`src/rtl/inv_mix_columns_seq.sv`:
```
// Iterative AES InvMixColumns engine: accepts a 128-bit state, transforms
// COLS_PER_CYCLE columns per clock in place, then holds the result until taken.
//
// state | meaning
// IDLE  | waiting for an input state, in_ready high
// BUSY  | transforming columns of the working register
// DONE  | result valid, waiting for out_ready
module inv_mix_columns_seq #(
  parameter int COLS_PER_CYCLE = 1
) (
  input  logic         clk,
  input  logic         rst,
  input  logic         in_valid,
  output logic         in_ready,
  input  logic [127:0] in_state,
  output logic         out_valid,
  input  logic         out_ready,
  output logic [127:0] out_state,
  output logic         busy
);

  generate
    if (!(COLS_PER_CYCLE == 1 || COLS_PER_CYCLE == 2 || COLS_PER_CYCLE == 4)) begin : g_bad_cols
      $error("inv_mix_columns_seq: COLS_PER_CYCLE must be 1, 2 or 4");
    end
  endgenerate

  localparam logic [1:0] COL_STEP = 2'(COLS_PER_CYCLE);
  localparam logic [1:0] COL_LAST = 2'(4 - COLS_PER_CYCLE);

  typedef enum logic [1:0] {S_IDLE, S_BUSY, S_DONE} state_e;

  state_e       state_q;
  logic [1:0]   col_q;
  logic [127:0] work_q;
  logic [127:0] work_d;
  logic         in_ready_q;
  logic         out_valid_q;
  logic         busy_q;
  logic [1:0]   idx;

  function automatic logic [7:0] xtime(input logic [7:0] x);
    return {x[6:0], 1'b0} ^ (x[7] ? 8'h1B : 8'h00);
  endfunction

  function automatic logic [31:0] inv_col(input logic [31:0] c);
    logic [7:0] a  [4];
    logic [7:0] m09[4];
    logic [7:0] m0b[4];
    logic [7:0] m0d[4];
    logic [7:0] m0e[4];
    logic [7:0] x2, x4, x8;
    for (int r = 0; r < 4; r++) begin
      a[r]   = c[31-8*r -: 8];
      x2     = xtime(a[r]);
      x4     = xtime(x2);
      x8     = xtime(x4);
      m09[r] = x8 ^ a[r];
      m0b[r] = x8 ^ x2 ^ a[r];
      m0d[r] = x8 ^ x4 ^ a[r];
      m0e[r] = x8 ^ x4 ^ x2;
    end
    return {m0e[0] ^ m0b[1] ^ m0d[2] ^ m09[3],
            m09[0] ^ m0e[1] ^ m0b[2] ^ m0d[3],
            m0d[0] ^ m09[1] ^ m0e[2] ^ m0b[3],
            m0b[0] ^ m0d[1] ^ m09[2] ^ m0e[3]};
  endfunction

  // Column c lives at bits [(3-c)*32 +: 32]; one transform per column slot.
  always_comb begin
    work_d = work_q;
    idx    = '0;
    for (int g = 0; g < COLS_PER_CYCLE; g++) begin
      idx = col_q + 2'(g);
      work_d[(3 - idx) * 32 +: 32] = inv_col(work_q[(3 - idx) * 32 +: 32]);
    end
  end

  always_ff @(posedge clk or posedge rst) begin
    if (rst) begin
      state_q     <= S_IDLE;
      col_q       <= '0;
      work_q      <= '0;
      in_ready_q  <= 1'b1;
      out_valid_q <= 1'b0;
      busy_q      <= 1'b0;
    end else begin
      case (state_q)
        S_IDLE: begin
          if (in_valid) begin
            work_q     <= in_state;
            col_q      <= '0;
            state_q    <= S_BUSY;
            in_ready_q <= 1'b0;
            busy_q     <= 1'b1;
          end
        end
        S_BUSY: begin
          work_q <= work_d;
          if (col_q == COL_LAST) begin
            col_q       <= '0;
            state_q     <= S_DONE;
            out_valid_q <= 1'b1;
          end else begin
            col_q <= col_q + COL_STEP;
          end
        end
        S_DONE: begin
          if (out_ready) begin
            state_q     <= S_IDLE;
            out_valid_q <= 1'b0;
            in_ready_q  <= 1'b1;
            busy_q      <= 1'b0;
          end
        end
        default: begin
          state_q     <= S_IDLE;
          col_q       <= '0;
          in_ready_q  <= 1'b1;
          out_valid_q <= 1'b0;
          busy_q      <= 1'b0;
        end
      endcase
    end
  end

  assign in_ready  = in_ready_q;
  assign out_valid = out_valid_q;
  assign busy      = busy_q;
  assign out_state = work_q;

endmodule

```
`config.mk`:
```
export PLATFORM = sky130hd
export DESIGN_NAME = inv_mix_columns_seq
export DESIGN_NICKNAME = d
export VERILOG_FILES = /design/src/rtl/inv_mix_columns_seq.sv
export SDC_FILE = /design/constraint.sdc
export NUM_CORES = 1
export LEC_CHECK = 0
export CAP_MARGIN = 20
export CELL_PAD_IN_SITES_DETAIL_PLACEMENT = 0
export CELL_PAD_IN_SITES_GLOBAL_PLACEMENT = 2
export CORE_ASPECT_RATIO = 0.6
export CORE_MARGIN = 4
export CORE_UTILIZATION = 43
export DETAILED_ROUTE_END_ITERATION = 10
export DONT_BUFFER_PORTS = 1
export GPL_ROUTABILITY_DRIVEN = 0
export HOLD_SLACK_MARGIN = 0.06
export PLACE_DENSITY_LB_ADDON = 0.1
export SYNTH_ARGS = -nofsm -noshare
export SYNTH_HDL_FRONTEND = slang
export SYNTH_SLANG_ARGS = --single-unit
```
`constraint.sdc`:
```
create_clock -name clk -period 10.8 [get_ports clk]
set_input_delay 0.54 -clock clk [delete_from_list [all_inputs] [get_ports clk]]
set_output_delay 0.54 -clock clk [all_outputs]
set_load 0.005 [all_outputs]
```
## After elaboration in Yosys (flattened, before gate mapping)

Cells that the tools add are included.

| word-level totals | value |
|---|---|
| logic and storage cells | 106 |
| flip-flop bits (word level) | 135 |
| input port bits | 132 |

| cells by class | value |
|---|---|
| shifts and indexed selects | 3 |
| bitwise operators | 51 |
| add/subtract/negate cells | 3 |
| equal/unequal tests | 6 |
| multiplexer cells | 30 |
| reduce and logical (&&, ||, !) cells | 7 |

Operators with widths:

| cell | count |
|---|---|
| 8-bit XOR | 36 |
| 128-bit case mux with 2 select lines | 1 |
| 128-bit bitwise mux | 1 |
| 128-bit two-way mux | 1 |
| 32-bit by 34-bit variable shift with 128-bit output, first input constant | 1 |
| 128-bit by 33-bit variable part select with 32-bit output | 1 |
| 32-bit by 34-bit variable part select with 128-bit output | 1 |
| 8-bit by 5-bit XOR with 8-bit output | 12 |
| 5-bit two-way mux | 12 |
| 32-bit negation with 34-bit output | 1 |
| 2-bit case mux with 3 select lines | 2 |
| 2-bit two-way mux | 5 |
| 1-bit case mux with 3 select lines | 3 |
| 3-bit AND reduction | 3 |
| 2-bit != test, second input constant | 3 |
| 1-bit two-way mux | 5 |
| 2-bit == test, second input constant | 2 |
| 2-bit AND reduction | 2 |
| 1-bit NOT | 3 |
| 2-bit by 2-bit subtractor with 3-bit output, first input constant | 1 |
| 2-bit by 1-bit adder with 2-bit output, second input constant | 1 |
| 2-bit by 1-bit == test with 1-bit output, second input constant | 1 |
| 2-bit logical NOT | 1 |
| 2-bit nonzero test | 1 |

## Longest topological paths before layout

Gate-level depths: netlist of the first run.

| depth | value |
|---|---|
| depth in word-level cells | 16 |
| gate-level depth with buffers | 12 |

## Least setup slack after synthesis of the first run

OpenSTA, ideal clock, no wires.

| timing | value |
|---|---|
| path kind | reg2reg |
| from | register col_q[1] |
| to | register work_q[122], in the netlist out_state[122] |
| path slack | 7708 ps |
| arrival time | 2965 ps |
| path buffers | 4 |
| stages on the path, launching flop included | 12 |
| setup time | 127 ps |
| period minus slack after synthesis | 3092 ps |
| data required time | 10673 ps |
| path through | dfrtp_1 -> buf_6 -> buf_6 -> buf_8 -> buf_8 -> mux4_2 -> xnor2_1 -> xnor2_1 -> xnor3_1 -> xnor2_2 -> a221oi_1 -> nor2_1 |

| on the way | value |
|---|---|
| word-level cells in the longest chain between the ends | 14 |
| elaborated cells on any way between the ends | 67 |

RTL lines:

| element | RTL line | RTL |
|---|---|---|
| start: declaration | 34 | `logic [1:0] col_q;` |
| start signal: assignment | 105 | `col_q <= col_q + COL_STEP;` |
| 2-bit by 2-bit subtractor with 3-bit output * | 75 | `work_d[(3 - idx) * 32 +: 32] = inv_col(work_q[(3 - idx) * 32 +: 32]);` |
| 128-bit by 33-bit variable part select with 32-bit output | 75 |  |
| 8-bit by 5-bit XOR with 8-bit output / 5-bit two-way mux (equally long branches) (2 in a row) | 43 | `return {x[6:0], 1'b0} ^ (x[7] ? 8'h1B : 8'h00);` |
| 5-bit two-way mux / 8-bit by 5-bit XOR with 8-bit output (equally long branches) | 43 |  |
| 8-bit by 5-bit XOR with 8-bit output | 43 |  |
| 8-bit XOR, on equally long branches (2 in a row) | 59, 60, 61 |  |
| 8-bit XOR, on equally long branches (3 in a row) | -- |  |
| 32-bit by 34-bit variable part select with 128-bit output | 75 |  |
| 128-bit bitwise mux * | 75 |  |
| 128-bit case mux with 2 select lines * | 88 | `case (state_q)` |
| end signal: assignment | 91 | `work_q <= in_state;` |
| end signal: assignment | 99 | `work_q <= work_d;` |
| end: declaration | 35 | `logic [127:0] work_q;` |

Mark *: on every way between the ends. The rest lies on a longest branch, timed or not.
A chain may end at the register's enable or synchronous reset.

## Worst setup path in the final report of the first run

| timing | value |
|---|---|
| from | register col_q[1] |
| to | register work_q[78], in the netlist out_state[78] |

The elaborated chain is that of the path after synthesis.

==> results of run 1 <==
## routing by layer
metal / vias up / share of wire, % / wire length (um)
met3: 45 / 14 / 4740
met4: 0 / 1.8 / 644
met2: 453 / 43 / 15000
met5: - / 0 / 0
met1: 3698 / 42 / 14700
li1: 3051 / - / -
## logic make-up (layout without fill, tap and decap cells)
group	count (synthesis)	after routing	share of synthesized area, %
adder cells (fa/ha/maj)	4	4	0.541
AND/OR/NAND/NOR	234	234	10.0
flip-flops	135	135	36.6
buffers and inverters	80	56	4.17
multiplexers	32	32	7.80
AO/OA/AOI/OAI	193	193	15.5
XOR/XNOR	194	194	25.4
## cell type report
class / instances / area [sq um] / area share [%]
Timing Repair Buffer: 18 / 158 / 1.55
Clock buffer: 20 / 467 / 4.59
Inverter: 6 / 27.5 / 0.271
Multi-Input combinational cell: 657 / 5540 / 54.5
Sequential cell: 135 / 3380 / 33.3
Clock inverter: 12 / 245 / 2.41
Tap cell: 279 / 349 / 3.43
## state kept, by name, indices dropped and copies added, names as in the netlist
signal,cells
out_state,128
col_q,2
state_q,2
busy,1
in_ready,1
out_valid,1
## stage by stage
step	setup WS (ns)	std cells
finish	6.70	1127
global route	6.48	1127
CTS	6.67	1126
detailed placement	6.68	1093
global placement	6.82	1093
floorplan	6.65	872
## Yosys cell counts (all sizes together) (2+ instances only)
master,instances,area (sq um)
nand2b,3,18.8
a21o,4,30.0
nor3,2,10.0
nand2,24,90.1
xnor2,137,1390
dfrtp,134,3350
ha,4,50.1
a221oi,72,631
xnor3,27,609
a221o,3,30.0
inv,6,22.5
buf,24,175
o21a,4,30.0
nor2b,2,12.5
o21ai,11,55.1
and3,6,37.5
nor2,187,702
a22oi,24,180
a2bb2oi,20,175
a21oi,45,225
mux4,32,721
nand3,7,35.0
xor3,4,97.6
o211ai,7,52.6
xor2,26,258
clkbuf,50,188
## worst register-to-register path, delay by kind of cell, from the launching register on
family                    cells  cell delay (ns)
AOI/OAI and AO/OA             2             0.30
xor gates and xnor gates      4             1.80
buffers and inverters         1             0.45
DFF                           1             0.70
muxes                         1             0.77
## how the worst max path moves through the flow
| stage | start | end | cells past startpoint |
|---|---|---|---|
| 2_1_floorplan | rst | busy | 1 |
| 3_3_place_gp | col_q[1] | out_state[78] | 8 |
| 3_5_place_dp | col_q[1] | out_state[78] | 8 |
| 4_1_cts | col_q[1] | out_state[78] | 8 |
| 5_1_grt | col_q[1] | out_state[78] | 8 |
| 6_report | col_q[1] | out_state[78] | 8 |
## timing repair
item / CTS / global route
hold endpoints to repair: 25 / 0
endpoints found under the setup margin: 0 / 0
hold buffers: 1 / 0
==> summary.md, run 1 <==
| Metric | Value |
|---|---|
| CTS tree | done |
| Critical-path maximum fanout | 19 |
| PostCTS Resize Cnt | 0 |
| RSZ-0062 raised after global routing | false |
| Crit Path Class | reg -> reg |
| Synthesized instance count | 872 |
| Dpl cell area | between 0.009 and 0.01 sq mm |
| Seq/Total Area, Yosys | between 30% and 40% |
| Final Cell Area | roughly 0.01 sq mm |
| Post-layout util | 48.2% |
| Seq cells post-synth | 135 |
| Critical Path Slowest Stage Cell | mux4_2 |
| Setup Fix Bufs, Post-CTS | 0 |
| Max transition margin | 34.8% |
| Slew at the pin with the worst max-slew slack | 0.976 ns |
| Initial core utilization | 43.8% |
| Clock tree buffer depth | 2 |
| Initial drt markers | 622 |
| Area Overhead vs Synth | 9.97% |
| CP dominant cell by count | xnor3_1 |
| Crit end category | flop |
| Final Max Slew Viols | 0 |
| CP Cell Sequence | buf_4, mux4_2, xnor2_2, xnor3_1, xnor3_1, xnor2_1, a22oi_1, a21oi_1 |
| Ys flop type | dfrtp_1 |
| Largest net degree at the start of global routing | just under 80 |
| Syn Nets | 1008 |
| Synthesis warning total | 0 |
| Syn_area_per_cell | between 10 and 15 sq um |
| Drt total wl | 35100 um |
| Most used routing layer | met1 |
| Via count | 7247 |
| WP data required | 11.15 ns |
| Final ANT Viol Nets | 0 |
| Outcome | completed |
| Gr ovfl total | 0 |
| Port buffer count | 0 |
| FFs w/ async S/R, synth | 100% |
| Synthesized cell area | 0.00925 sq mm |
| Setup crit start kind | flop |
| Number of global-route vias before repair | 7426 |
| Share of post-route cells with drive strength above 1 | between 10 and 15% |
| Fin crit share | between 30 and 40% |
| Clock sink count | 135 |
| Placeable core area | 0.0211 sq mm |
| Antenna violations before repair | 0 |
| Post-synth EDFFs | 0 |
| Min-Delay Path Class | in -> reg |
| Avg WL per Cell | between 30 and 40 um |
| Max-cap violations | 0 |
| Vias per cell | 6.43 |
| Clk slew on worst S/H paths | 0.06 ns |
| Clk root buf | clkbuf_16 |
| FF-to-FF path depth | 8 |
| Hold depth | 2 |
| Commonest non-fill, non-tap cell in the layout | nor2_1 |
| Reg2reg setup slack | ~6.7 ns |
| Yosys cell types | 42 |
| Final period demand of the worst path | 4.10 ns |
| DRC | 0 |
| Filler cells | 1873 |
| Site Rows | 41 |
| Worst Path Arrival | 4.45 ns |
| Routing usage on met2 | around two fifths |
| Delay-heaviest family, CP | XOR/XNOR gates |
| Commonest non-fill, non-tap cells in the layout | nor2_1, dfrtp_1, xnor2_1 |
| GR Util met3 | between 10 and 15% |
| DIE WIDTH | 197 um |
| Endpoint, Worst Hold | out_state[116] |
| Inserted Clock Buffers | 17 |
| RR Startpoint | col_q[1] |
| Post-detail-place hpwl | 26100 um |
| Die Ht | ~120 um |
| ANT cells | 0 |
| Setup Viol. Count Final | 0 |
| Worst Hold Launch | in_state[116] |
| H-tree lvl count | 4 |
| Final Net Count | roughly 1000 |
| I/O pin total | 263 |
| Die ar. | 0.0240 sq mm |
| Post-Route Setup TNS | 0 ns |
| R2R Path End | out_state[78] |
| CP peak stage delay | 0.75 ns |
| Worst skew pair latency | between 0.4 and 0.5 ns |
| GRT met1 Usage | 41.2% |
| First-pass GRT wire length | 51300 um |
| Fin. Hold Viols | 0 |
| Buffers plus inverters on the worst setup path | 1 |
| F_max | 0.244 GHz |
| Total track usage | 29.1% |
| Clock skew | 0.0102 ns |
| Pre-antenna DRT Iters | 5 |
| WHS | 0.279 ns |
Power of run 1 is left out: the tool's default activity adds up to more than one toggle a clock period on the data nets, which glitch-free logic cannot reach.
==> run 2: changes to the inputs <==
- CORE_UTILIZATION: 43 -> 36
- clock period: 10.8 -> 3.41 ns (I/O delays scaled with it)
==> summary.md, run 2 (synthesis gave the netlist of run 1 again) <==
| Metric | Value |
|---|---|
| H-tree lvl count | 4 (unchanged) |
| Inserted Clock Buffers | 17 (unchanged) |
| Max-cap violations | 0 (unchanged) |
| Initial drt markers | 972 (+56%) |
| Final period demand of the worst path | 3.32 ns (-0.780 ns) |
| Final Max Slew Viols | 0 (unchanged) |
| FF-to-FF path depth | 9 (+1) |
| Post-layout util | 47.3% (-0.95 points) |
| Critical-path maximum fanout | 17 (-2) |
| I/O pin total | 263 (unchanged) |
| Drt total wl | 38200 um (+8.9%) |
| Initial core utilization | 36.6% (-7.3 points) |
| Final ANT Viol Nets | 0 (unchanged) |
| Die Ht | 132 um (+8.7%) |
| Slew at the pin with the worst max-slew slack | 0.917 ns (-0.0586 ns) |
| ANT cells | 0 (unchanged) |
| Clk root buf | clkbuf_16 |
| Setup crit start kind | flop |
| Commonest non-fill, non-tap cell in the layout | nor2_1 |
| First-pass GRT wire length | 56400 um (+10%) |
| Hold depth | 3 (+1) |
| Post-Route Setup TNS | 0 ns (unchanged) |
| Fin. Hold Viols | 0 (unchanged) |
| Share of post-route cells with drive strength above 1 | 17.1% (+3.2 points) |
| Via count | 8101 (+12%) |
| Worst Slack Setup Final | 0.0922 ns (-6.61 ns) |
| WP data required | 3.71 ns (-7.44 ns) |
| Number of global-route vias before repair | 8172 (+10%) |
| Avg WL per Cell | 28.2 um (-9.3%) |
| Fin crit share | 97.3% (+59 points) |
| Final Net Count | 1147 (+18%) |
| Antenna violations before repair | 0 (unchanged) |
| Die ar. | 0.0284 sq mm (+18%) |
| Clock skew | 0.00796 ns (-0.00226 ns) |
| Vias per cell | 5.99 (-6.9%) |
| Max transition margin | 38.9% (+4.0 points) |
| Crit end category | flop |
| Outcome | completed |
| Largest net degree at the start of global routing | 70 (-11%) |
| Clock tree buffer depth | 2 (unchanged) |
| Gr ovfl total | 0 (unchanged) |
| Worst skew pair latency | 0.44 ns (about the same) |
| Total track usage | 26.6% (-2.5 points) |
| CTS tree | done |
| Commonest non-fill, non-tap cells in the layout | nor2_1, dfrtp_1, dlygate4sd3_1 |
| Min-Delay Path Class | in -> reg |
| Setup Viol. Count Final | 0 (unchanged) |
| Port buffer count | 0 (unchanged) |
| Pre-antenna DRT Iters | 5 (unchanged) |
| DIE WIDTH | 215 um (+8.9%) |
| Worst Path Arrival | 3.62 ns (-0.83 ns) |
| Clk slew on worst S/H paths | 0.06 ns (about the same) |
| Site Rows | 45 (+9.8%) |
| Placeable core area | 0.0253 sq mm (+20%) |
| Crit Path Class | reg -> reg |
| DRC | 0 (unchanged) |
| Clock sink count | 135 (unchanged) |
| Post-detail-place hpwl | 27500 um (+5.2%) |
| Max reg flops | 128 (unchanged) |
| Setup WS pre-CTS | 0.0476 ns (-6.63 ns) |
| WHS | 0.107 ns (-0.171 ns) |
| Area Overhead vs Synth | 29.3% |
| Reg2reg setup slack | 0.09 ns (-6.61 ns) |
| F_max | 0.301 GHz (+24%) |
run 2: per-stage QoR:
stage                     std cells  instance area [sq um]
final                          1353                  12000
after global placement         1186                   9890
after detailed placement       1186                   9890
after global routing           1353                  12000
after CTS                      1348                  11800
after floorplan                 872                   9250
run 2: final timing paths:
kind	start	to
worst max-delay path	col_q[1]	out_state[76]
worst min-delay path	in_valid	state_q[0]
worst max register to register	col_q[1]	out_state[76]
worst min register to register	out_state[63]	out_state[63]
max in group asynchronous	rst	col_q[1]
min in group asynchronous	rst	out_state[127]
run 2: worst max-delay path, cell delays in order (launching register included):
cell,delay (ns)
dfrtp_2,0.41
buf_12,0.20
mux4_2,0.59
xnor3_2,0.48
xor3_2,0.52
xnor2_1,0.35
xnor2_2,0.17
buf_4,0.15
a2bb2oi_1,0.21
a21oi_1,0.10
run 2: cell type report:
class,instances,area [sq um]
clock buffers,18,439
clock inverters,14,181
fillers,2322,13300
inverters,6,26.3
multi-input cells,657,5640
flip-flops and latches,135,3380
well taps,329,412
repair buffers,194,1870
run 2: timing repair:
item / in CTS / in global routing
resized for setup: 1 / 13
endpoints found under the hold margin: 159 / 0
pin swaps: 0 / 1
endpoints found under the setup margin: 1 / 21
hold buffers: 130 / 0
setup buffers: 0 / 5
run 2: metal layers:
metal  wire (um)  vias to the layer above  global-route usage [%]
li1            -                     3402                       -
met1       17300                     4161                    39.1
met2       16600                      484                    38.3
met3        3680                       54                    8.06
met4         561                        0                    6.80
met5           0                        -                       0
Power of run 2 is left out for the same reason.
